==> src/rtl/gpr_pkg.sv <==
// Shared GPR writeback definitions: widths, default depth and the queued entry layout.
package gpr_pkg;

    localparam int GPR_DW       = 32;
    localparam int GPR_AW       = 5;
    localparam int GPR_WB_DEPTH = 4;

    // "reg" is a keyword, so the register-number field is named rnum.
    typedef struct packed {
        logic [GPR_AW-1:0] rnum;
        logic [GPR_DW-1:0] data;
    } gpr_wb_entry_t;

    function automatic gpr_wb_entry_t gpr_wb_pack(input logic [GPR_AW-1:0] rnum,
                                                  input logic [GPR_DW-1:0] data);
        gpr_wb_entry_t e;
        e.rnum = rnum;
        e.data = data;
        return e;
    endfunction

endpackage

==> src/rtl/gpr_wb_fifo.sv <==
// Circular entry store with read/write pointers; exposes every slot so the
// parent can run bypass lookups without a second read port.
module gpr_wb_fifo #(
    parameter int DEPTH = 4,
    parameter int EW    = 37
) (
    input  logic                          CLK,
    input  logic                          RST,
    input  logic                          i_push,
    input  logic [EW-1:0]                 i_wdata,
    input  logic                          i_pop,
    output logic [EW-1:0]                 o_head,
    output logic [$clog2(DEPTH):0]        o_count,
    output logic [$clog2(DEPTH)-1:0]      o_rd_ptr,
    output logic [DEPTH-1:0][EW-1:0]      o_mem
);

    localparam int PW = $clog2(DEPTH);
    localparam int CW = PW + 1;

    logic [DEPTH-1:0][EW-1:0] r_mem;
    logic [PW-1:0]            r_wr_ptr;
    logic [PW-1:0]            r_rd_ptr;
    logic [CW-1:0]            r_count;

    // Pointers are exactly log2(DEPTH) wide, so increment wraps modulo DEPTH.
    always_ff @(posedge CLK) begin
        if (RST) begin
            r_wr_ptr <= '0;
            r_rd_ptr <= '0;
            r_count  <= '0;
        end else begin
            if (i_push) r_wr_ptr <= r_wr_ptr + PW'(1);
            if (i_pop)  r_rd_ptr <= r_rd_ptr + PW'(1);
            case ({i_push, i_pop})
                2'b10:   r_count <= r_count + CW'(1);
                2'b01:   r_count <= r_count - CW'(1);
                default: r_count <= r_count;
            endcase
        end
    end

    always_ff @(posedge CLK) begin
        if (i_push && !RST) r_mem[r_wr_ptr] <= i_wdata;
    end

    assign o_head   = r_mem[r_rd_ptr];
    assign o_count  = r_count;
    assign o_rd_ptr = r_rd_ptr;
    assign o_mem    = r_mem;

endmodule

==> src/rtl/gpr_wb_queue.sv <==
// In-order GPR writeback queue with registered drain port and optional bypass.
// Bypass lookup is compiled in only when GPR_WB_BYPASS_EN is defined.
import gpr_pkg::*;

module gpr_wb_queue #(
    parameter int DEPTH = GPR_WB_DEPTH,
    parameter int DW    = GPR_DW
) (
    input  logic                     CLK,
    input  logic                     RST,
    input  logic                     in_valid,
    output logic                     in_ready,
    input  logic [GPR_AW-1:0]        in_reg,
    input  logic [DW-1:0]            in_data,
    input  logic                     HOLD,
    output logic                     GPRWr,
    output logic [GPR_AW-1:0]        W_Reg,
    output logic [DW-1:0]            W_data,
    input  logic [GPR_AW-1:0]        Q_Reg,
    output logic                     Q_hit,
    output logic [DW-1:0]            Q_data,
    output logic [$clog2(DEPTH):0]   count
);

    localparam int PW = $clog2(DEPTH);
    localparam int CW = PW + 1;
    localparam int EW = GPR_AW + DW;

    logic [EW-1:0]            w_head;
    logic [CW-1:0]            w_count;
    logic [PW-1:0]            w_rd_ptr;
    logic [DEPTH-1:0][EW-1:0] w_mem;
    logic                     w_push;
    logic                     w_pop;

    logic                     r_gprwr;
    logic [GPR_AW-1:0]        r_wreg;
    logic [DW-1:0]            r_wdata;

    // Full refuses input even when a drain happens the same cycle.
    assign in_ready = (w_count != CW'(DEPTH));
    // r0 writes complete the handshake but are silently dropped.
    assign w_push   = in_valid && in_ready && (in_reg != '0);
    assign w_pop    = (w_count != '0) && !HOLD;

    gpr_wb_fifo #(
        .DEPTH (DEPTH),
        .EW    (EW)
    ) u_fifo (
        .CLK      (CLK),
        .RST      (RST),
        .i_push   (w_push),
        .i_wdata  ({in_reg, in_data}),
        .i_pop    (w_pop),
        .o_head   (w_head),
        .o_count  (w_count),
        .o_rd_ptr (w_rd_ptr),
        .o_mem    (w_mem)
    );

    always_ff @(posedge CLK) begin
        if (RST) begin
            r_gprwr <= 1'b0;
            r_wreg  <= '0;
            r_wdata <= '0;
        end else if (w_pop) begin
            r_gprwr <= 1'b1;
            r_wreg  <= w_head[EW-1 -: GPR_AW];
            r_wdata <= w_head[DW-1:0];
        end else begin
            r_gprwr <= 1'b0;
        end
    end

    assign GPRWr  = r_gprwr;
    assign W_Reg  = r_wreg;
    assign W_data = r_wdata;
    assign count  = w_count;

`ifdef GPR_WB_BYPASS_EN
    logic          w_q_hit;
    logic [DW-1:0] w_q_data;

    // Scan oldest to newest (drain register, then head onward) so the last match wins.
    always_comb begin
        w_q_hit  = 1'b0;
        w_q_data = '0;
        if (Q_Reg != '0) begin
            if (r_gprwr && (r_wreg == Q_Reg)) begin
                w_q_hit  = 1'b1;
                w_q_data = r_wdata;
            end
            for (int i = 0; i < DEPTH; i++) begin
                if ((CW'(i) < w_count) &&
                    (w_mem[PW'(w_rd_ptr + PW'(i))][EW-1 -: GPR_AW] == Q_Reg)) begin
                    w_q_hit  = 1'b1;
                    w_q_data = w_mem[PW'(w_rd_ptr + PW'(i))][DW-1:0];
                end
            end
        end
    end

    assign Q_hit  = w_q_hit;
    assign Q_data = w_q_data;
`else
    logic w_unused_bypass;
    assign w_unused_bypass = ^{Q_Reg, w_rd_ptr, w_mem};
    assign Q_hit  = 1'b0;
    assign Q_data = '0;
`endif

endmodule
==> config.mk <==
export PLATFORM = sky130hd
export DESIGN_NAME = gpr_wb_queue
export DESIGN_NICKNAME = d
export VERILOG_FILES = /design/src/rtl/gpr_pkg.sv /design/src/rtl/gpr_wb_fifo.sv /design/src/rtl/gpr_wb_queue.sv
export SDC_FILE = /design/constraint.sdc
export NUM_CORES = 1
export LEC_CHECK = 0
export CORE_MARGIN = 2
export CORE_UTILIZATION = 25
export CTS_CLUSTER_SIZE = 10
export DETAILED_ROUTE_END_ITERATION = 8
export MAX_ROUTING_LAYER = met4
export SYNTH_ARGS = -nofsm -noshare
export SYNTH_HDL_FRONTEND = slang
export SYNTH_SLANG_ARGS = --single-unit
==> constraint.sdc <==
create_clock -name CLK -period 6.5 [get_ports CLK]
set_clock_uncertainty 0.1 [all_clocks]
set_input_delay 0.65 -clock CLK [delete_from_list [all_inputs] [get_ports CLK]]
set_output_delay 0.65 -clock CLK [all_outputs]
set_load 0.02 [all_outputs]
==> metrics.txt, run 1 <==
Core Footprint=28500 um^2; Via density=4.13; Post-CTS Setup Repair Bufs=0; row cnt=62; ANT cells=0; Worst VDD drop=0.228 mV; Rel. slew slack=0.231; residual DRC count=0; Pre-antenna DRT Iters=4; flop-to-flop setup slack=3650 ps; Hold Vio Cnt, Final=0; Die ar.=30200 um^2; RSZ-0062 raised after global routing=no; largest net degree at the start of global routing=42; CP Capture Type=flip-flop; Critical Path RT=6750 ps; PortBufs=82; number of synthesized flops with an enable pin=148; Detailed Place HPWL=8.87 mm; dpl ws=2760 ps; max-slew violations=0; outcome=complete, no violations; largest area contributor in the netlist=edfxtp_1; WL per Instance=17.2 um; critical path class=input pin to flip-flop; Hold WC Path Type=flip-flop to flip-flop; Post-CTS Resized=0; GR Util met1=0.126; post-layout min period=3290 ps; Post-DP Area=8380 um^2; worst setup path start=in_reg[3]; height of the die=174 um; antenna violations before repair=0; ys flop type=edfxtp_1; WP depth=10; cell leakage power=2.92 nW; Clock transition at path regs=70 ps; met2 global-route usage=0.170; # fillers=2773; Reg-to-Reg Start=u_fifo.o_count[2]; clock sink count=193; Routed Wire Length=14.7 mm; grt ovf=0; Vias=3528; flop and latch count out of synthesis=193; H-Tree Depth=4; Initial DRC Count=169; crit path buf inv count=3; CTS tree=done; layout cell share with drive strength beyond 1=0.187; vias in the first global route=3758; Hold Path Cell Cnt=1; Final nets=510; power density over the cells=369 nW/um^2; Worst Path Max Fanout=5; final period utilization=0.506; sequential share of the synthesized area=0.742; CP max stage cell=or4_1; hold buffers post-CTS=0; Overall Power=0.00331 W; number of routed nets with antenna violations=0; top-count cell post-synth=edfxtp_1; Synth top area share=0.617; Clock Root Buffer=clkbuf_16; Post-Syn Area=7210 um^2; synth top area cells=edfxtp_1 (62%), dfxtp_1 (13%), mux4_2 (12%); Syn Inst Count=366; Clock Latency Late Sink=430 ps; gpl congestion=0.732; Total Routing Usage GR=0.104; synthesized area per cell=19.7 um^2; delay-heaviest family, CP=simple AND/OR/NAND/NOR gates; Die Width=174 um; initial cell density of the core=0.252; R2R depth=9; critical path startpoint category=input pin; final setup vio count=0; unique cell type count in the Yosys netlist=29; Layout area overhead=24.4%; first-pass GRT wire length=22.4 mm; met3 usage=0.0235; setup_tns=0 ps; final worst setup slack=3210 ps; IO Pins=121; cells along the critical path=clkdlybuf4s50_1 -> or4_1 -> o211a_1 -> inv_1 -> ha_1 -> inv_1 -> fa_1 -> xor2_1 -> or3_1 -> a21oi_1; Largest stage delay, worst path=530 ps; fmax=304 MHz; post-route cell area=8960 um^2; busiest grt layer=met2; commonest cells in the netlist=edfxtp_1 (148), dfxtp_1 (45), a22o_1 (37), mux4_2 (37), buf_4 (36); Synth warnings=0; crit-path most repeated cell=inv_1; hold path startpoint=W_data[16]; Worst-Margin Slew=1150 ps; worst-case clock buffer depth=2; Worst EP arrival=3540 ps; CTS Buf Count=17; asr flop ratio synth=0; Max Cap Violations=0
==> metrics by stage <==
| step | std cells | hold WS [ps] | util |
|---|---|---|---|
| after floorplan | 398 | 382 | - |
| after global placement | 823 | 366 | 0.293 |
| after detailed placement | 823 | 367 | 0.293 |
| after CTS | 855 | 384 | 0.314 |
| after global routing | 855 | 413 | 0.314 |
| final | 855 | 379 | 0.314 |
==> state kept, by name, summed over array words and instances (netlist names) <==
signal           count
GPRWr                1
W_Reg                5
W_data              32
u_fifo.o_count       3
u_fifo.o_mem       148
u_fifo.o_rd_ptr      2
u_fifo.r_wr_ptr      2
==> metal layers <==
layer	up-vias	wire length, um
met2	110	7330
met1	1835	6630
met3	11	585
met4	0	197
met5	-	0
li1	1572	-
==> report_power, final <==
| part | internal (W) | switching, W | total, W |
|---|---|---|---|
| Sequential | 0.00146 | 0.000131 | 0.00159 |
| Combinational | 0.000359 | 0.000322 | 0.000680 |
| Clock | 0.000576 | 0.000468 | 0.00104 |
| Total | 0.00239 | 0.000920 | 0.00331 |
==> worst paths after layout <==
| check | end |
|---|---|
| min reg2reg | W_data[16] |
| min | W_data[16] |
| max | u_fifo.o_count[2] |
| max reg2reg | u_fifo.o_count[2] |
==> cells by family (layout without fill, tap and decap cells) <==
group,after synthesis,in the layout,share of synthesized area
flops,193,193,0.742
buf+inv,59,132,0.0538
compound gates,46,46,0.0545
mux,39,39,0.119
simple gates,20,20,0.0165
fa+ha+maj,6,6,0.0115
xor+xnor,2,2,0.00243
other cells,1,33,0.000520
==> placed cells by master (no fill, tap or decap), drive strengths merged, types with 3 or more instances in the layout <==
| cell type | netlist | final |
|---|---|---|
| ha | 5 | 5 |
| inv | 8 | 14 |
| a22o | 37 | 37 |
| nor2 | 7 | 7 |
| dfxtp | 45 | 45 |
| a21oi | 4 | 4 |
| clkbuf | 5 | 19 |
| edfxtp | 148 | 148 |
| nor3b | 4 | 4 |
| mux4 | 37 | 37 |
| buf | 46 | 10 |
| clkdlybuf4s50 | 0 | 82 |
| or3 | 3 | 3 |
| clkinvlp | 0 | 3 |
| conb | 1 | 33 |
==> layout make-up <==
class | count | area [um^2] | share of cell area
Inverter | 8 | 30.0 | 0.00335
Tap cell | 384 | 480 | 0.0536
Timing Repair Buffer | 92 | 896 | 0.0999
Multi-Input combinational cell | 146 | 1630 | 0.181
Sequential cell | 193 | 5350 | 0.597
Clock buffer | 19 | 433 | 0.0483
Clock inverter | 13 | 150 | 0.0167
Power figures use the tool's default switching activity.
==> run 2, diff against run 1 <==
==> constraint.sdc (replaced) <==
create_clock -name CLK -period 3.4 [get_ports CLK]
set_clock_uncertainty 0.1 [all_clocks]
set_input_delay 0.34 -clock CLK [delete_from_list [all_inputs] [get_ports CLK]]
set_output_delay 0.34 -clock CLK [all_outputs]
set_load 0.02 [all_outputs]
==> metrics.txt, run 2 (synthesis results as in run 1) <==
Detailed Place HPWL=8.92 mm (+0.56%); outcome=complete, no violations; H-Tree Depth=4 (unchanged); PortBufs=82 (unchanged); final period utilization=0.886; number of routed nets with antenna violations=0 (unchanged); Cell Count, Final, Fillers Out=857 (+0.23%); CTS tree=done; setup_tns=0 ps (unchanged); Clk pwr share=0.319 (+0.004); largest net degree at the start of global routing=42 (unchanged); Hold Vio Cnt, Final=0 (unchanged); row cnt=62 (unchanged); final setup vio count=0 (unchanged); area of the multi-input gates=1620 um^2 (-0.39%); # fillers=2791 (+0.65%); Worst EP arrival=2990 ps (-550 ps); Final Util=0.315 (+0.000920); power density over the cells=707 nW/um^2 (+92%); Pre-antenna DRT Iters=7 (+3); Total Routing Usage GR=0.100 (-0.00324); Vias=3500 (-0.79%); ANT cells=0 (unchanged); Die Width=174 um (unchanged); WL per Instance=16.6 um (-3.7%); vias in the first global route=3820 (+1.6%); register area=5350 um^2 (unchanged); CP max stage cell=nor3b_2; first-pass GRT wire length=22.1 mm (-1.2%); cells along the critical path=or3b_2 -> o211a_1 -> inv_1 -> nor3b_2 -> buf_4; Max Cap Violations=0 (unchanged); worst-case clock buffer depth=2 (unchanged); sw frac=0.280 (+0.00174); clock sink count=193 (unchanged); Flop pwr share=0.476 (-0.003); Critical Path RT=3370 ps (-3380 ps); Layout area overhead=24.8%; flop-to-flop setup slack=390 ps (-3260 ps); CTS Buf Count=17 (unchanged); residual DRC count=0 (unchanged); antenna violations before repair=0 (unchanged); Placed Cells incl. Taps=824 (+0.12%); P_sw=0.00178 W (+93%); fmax=332 MHz; most frequent cells in the layout=edfxtp_1 (148), clkdlybuf4s50_1 (82), dfxtp_1 (43), mux4_2 (37), a22o_1 (37); Clock transition at path regs=80 ps (about the same); Initial DRC Count=227 (+34%); max-slew violations=0 (unchanged); reg2reg end=u_fifo.o_mem[54]; Clock Latency Late Sink=430 ps (about the same); cell leakage power=2.94 nW (+0.82%); height of the die=174 um (unchanged); critical path startpoint category=flip-flop; Worst-Margin Slew=1280 ps (+129 ps); initial cell density of the core=0.252 (unchanged); layout cell share with drive strength beyond 1=0.195 (+0.00767); Post-CTS Resized=0 (unchanged); critical path class=flip-flop to flip-flop; gpl congestion=0.722 (-1.3%); R2R depth=5 (-4); Reg-to-Reg Start=u_fifo.o_count[0]; hold buffers post-CTS=0 (unchanged); Worst Path Max Fanout=24 (+19); grt ovf=0 (unchanged); Largest stage delay, worst path=1040 ps (+510 ps); WHS=386 ps (+7.44 ps); Rel. slew slack=0.141 (-0.0899); Worst VDD drop=0.419 mV (+84%); Comb power frac=0.206 (about the same); Via density=4.08 (-1.0%); crit path capture=u_fifo.o_mem[54]; max FFs per register=148 (unchanged); Post-CTS Setup Repair Bufs=0 (unchanged); CP Capture Type=flip-flop; Final nets=512 (+0.39%); Die ar.=30200 um^2 (unchanged); RSZ-0062 raised after global routing=no; IO Pins=121 (unchanged); Core Footprint=28500 um^2 (unchanged); most common cell after layout, fill and taps aside=edfxtp_1; Clock Root Buffer=clkbuf_16; Routed Wire Length=14.2 mm (-3.4%); post-layout min period=3010 ps; Hold WC Path Type=flip-flop to flip-flop; worst setup path start=u_fifo.o_count[0]; Pint=0.00458 W (+92%)
-- run 2: cell types whose count changed in the layout (fill, tap and decap cells not counted), sizes merged --
cell	change
inv	+2
clkinv	+1
clkbuf	-2
buf	+2
clkinvlp	-1
-- run 2: per-layer routing --
metal	wire length (um)	vias up	track usage
met1	6490	1808	0.123
met5	0	-	-
met4	157	0	0.0368
met2	7040	101	0.164
li1	-	1582	-
met3	549	9	0.0213
-- run 2: cell type report --
cell class | instances | share of cell area
sequential | 193 | 0.595
timing repair buffer | 94 | 0.102
inverter | 8 | 0.00334
tap | 384 | 0.0534
clock buffer | 17 | 0.0473
clock inverter | 15 | 0.0191
multi-input combinational | 146 | 0.180
-- run 2: worst min-delay path by stage --
| stage | start | to | slack (ps) | cells after the start |
|---|---|---|---|---|
| after floorplan | in_data[0] | u_fifo.o_mem[0] | 340 | 0 |
| after global placement | W_data[19] | W_data[19] | 360 | 1 |
| after detailed placement | W_data[29] | W_data[29] | 370 | 1 |
| after CTS | W_data[0] | W_data[0] | 390 | 1 |
| after global routing | W_data[14] | W_data[14] | 400 | 1 |
| final | W_data[0] | W_data[0] | 390 | 1 |
-- run 2: worst max-delay path, delay by kind of cell (launching register included) --
family                 cells  cell delay (ps)
and+or+nand+nor            2             1230
buffers and inverters      2              660
DFF                        1              460
AOI/OAI and AO/OA          1              180
-- run 2: through the flow --
step                total power, W  instance area, um^2  setup slack (ps)
floorplan                  0.00390                 7330             -1030
global placement           0.00437                 8380              42.4
detailed placement         0.00442                 8380              -116
CTS                        0.00646                 8980               314
global route               0.00666                 8990               172
finish                     0.00636                 8990               387
-- run 2: power groups by stage --
stage	Clock, W	Sequential (W)	Combinational, W
finish	0.00203	0.00303	0.00131
global route	0.00218	0.00308	0.00140
CTS	0.00209	0.00304	0.00133
detailed placement	0	0.00309	0.00133
global placement	0	0.00307	0.00130
floorplan	0	0.00310	0.000800
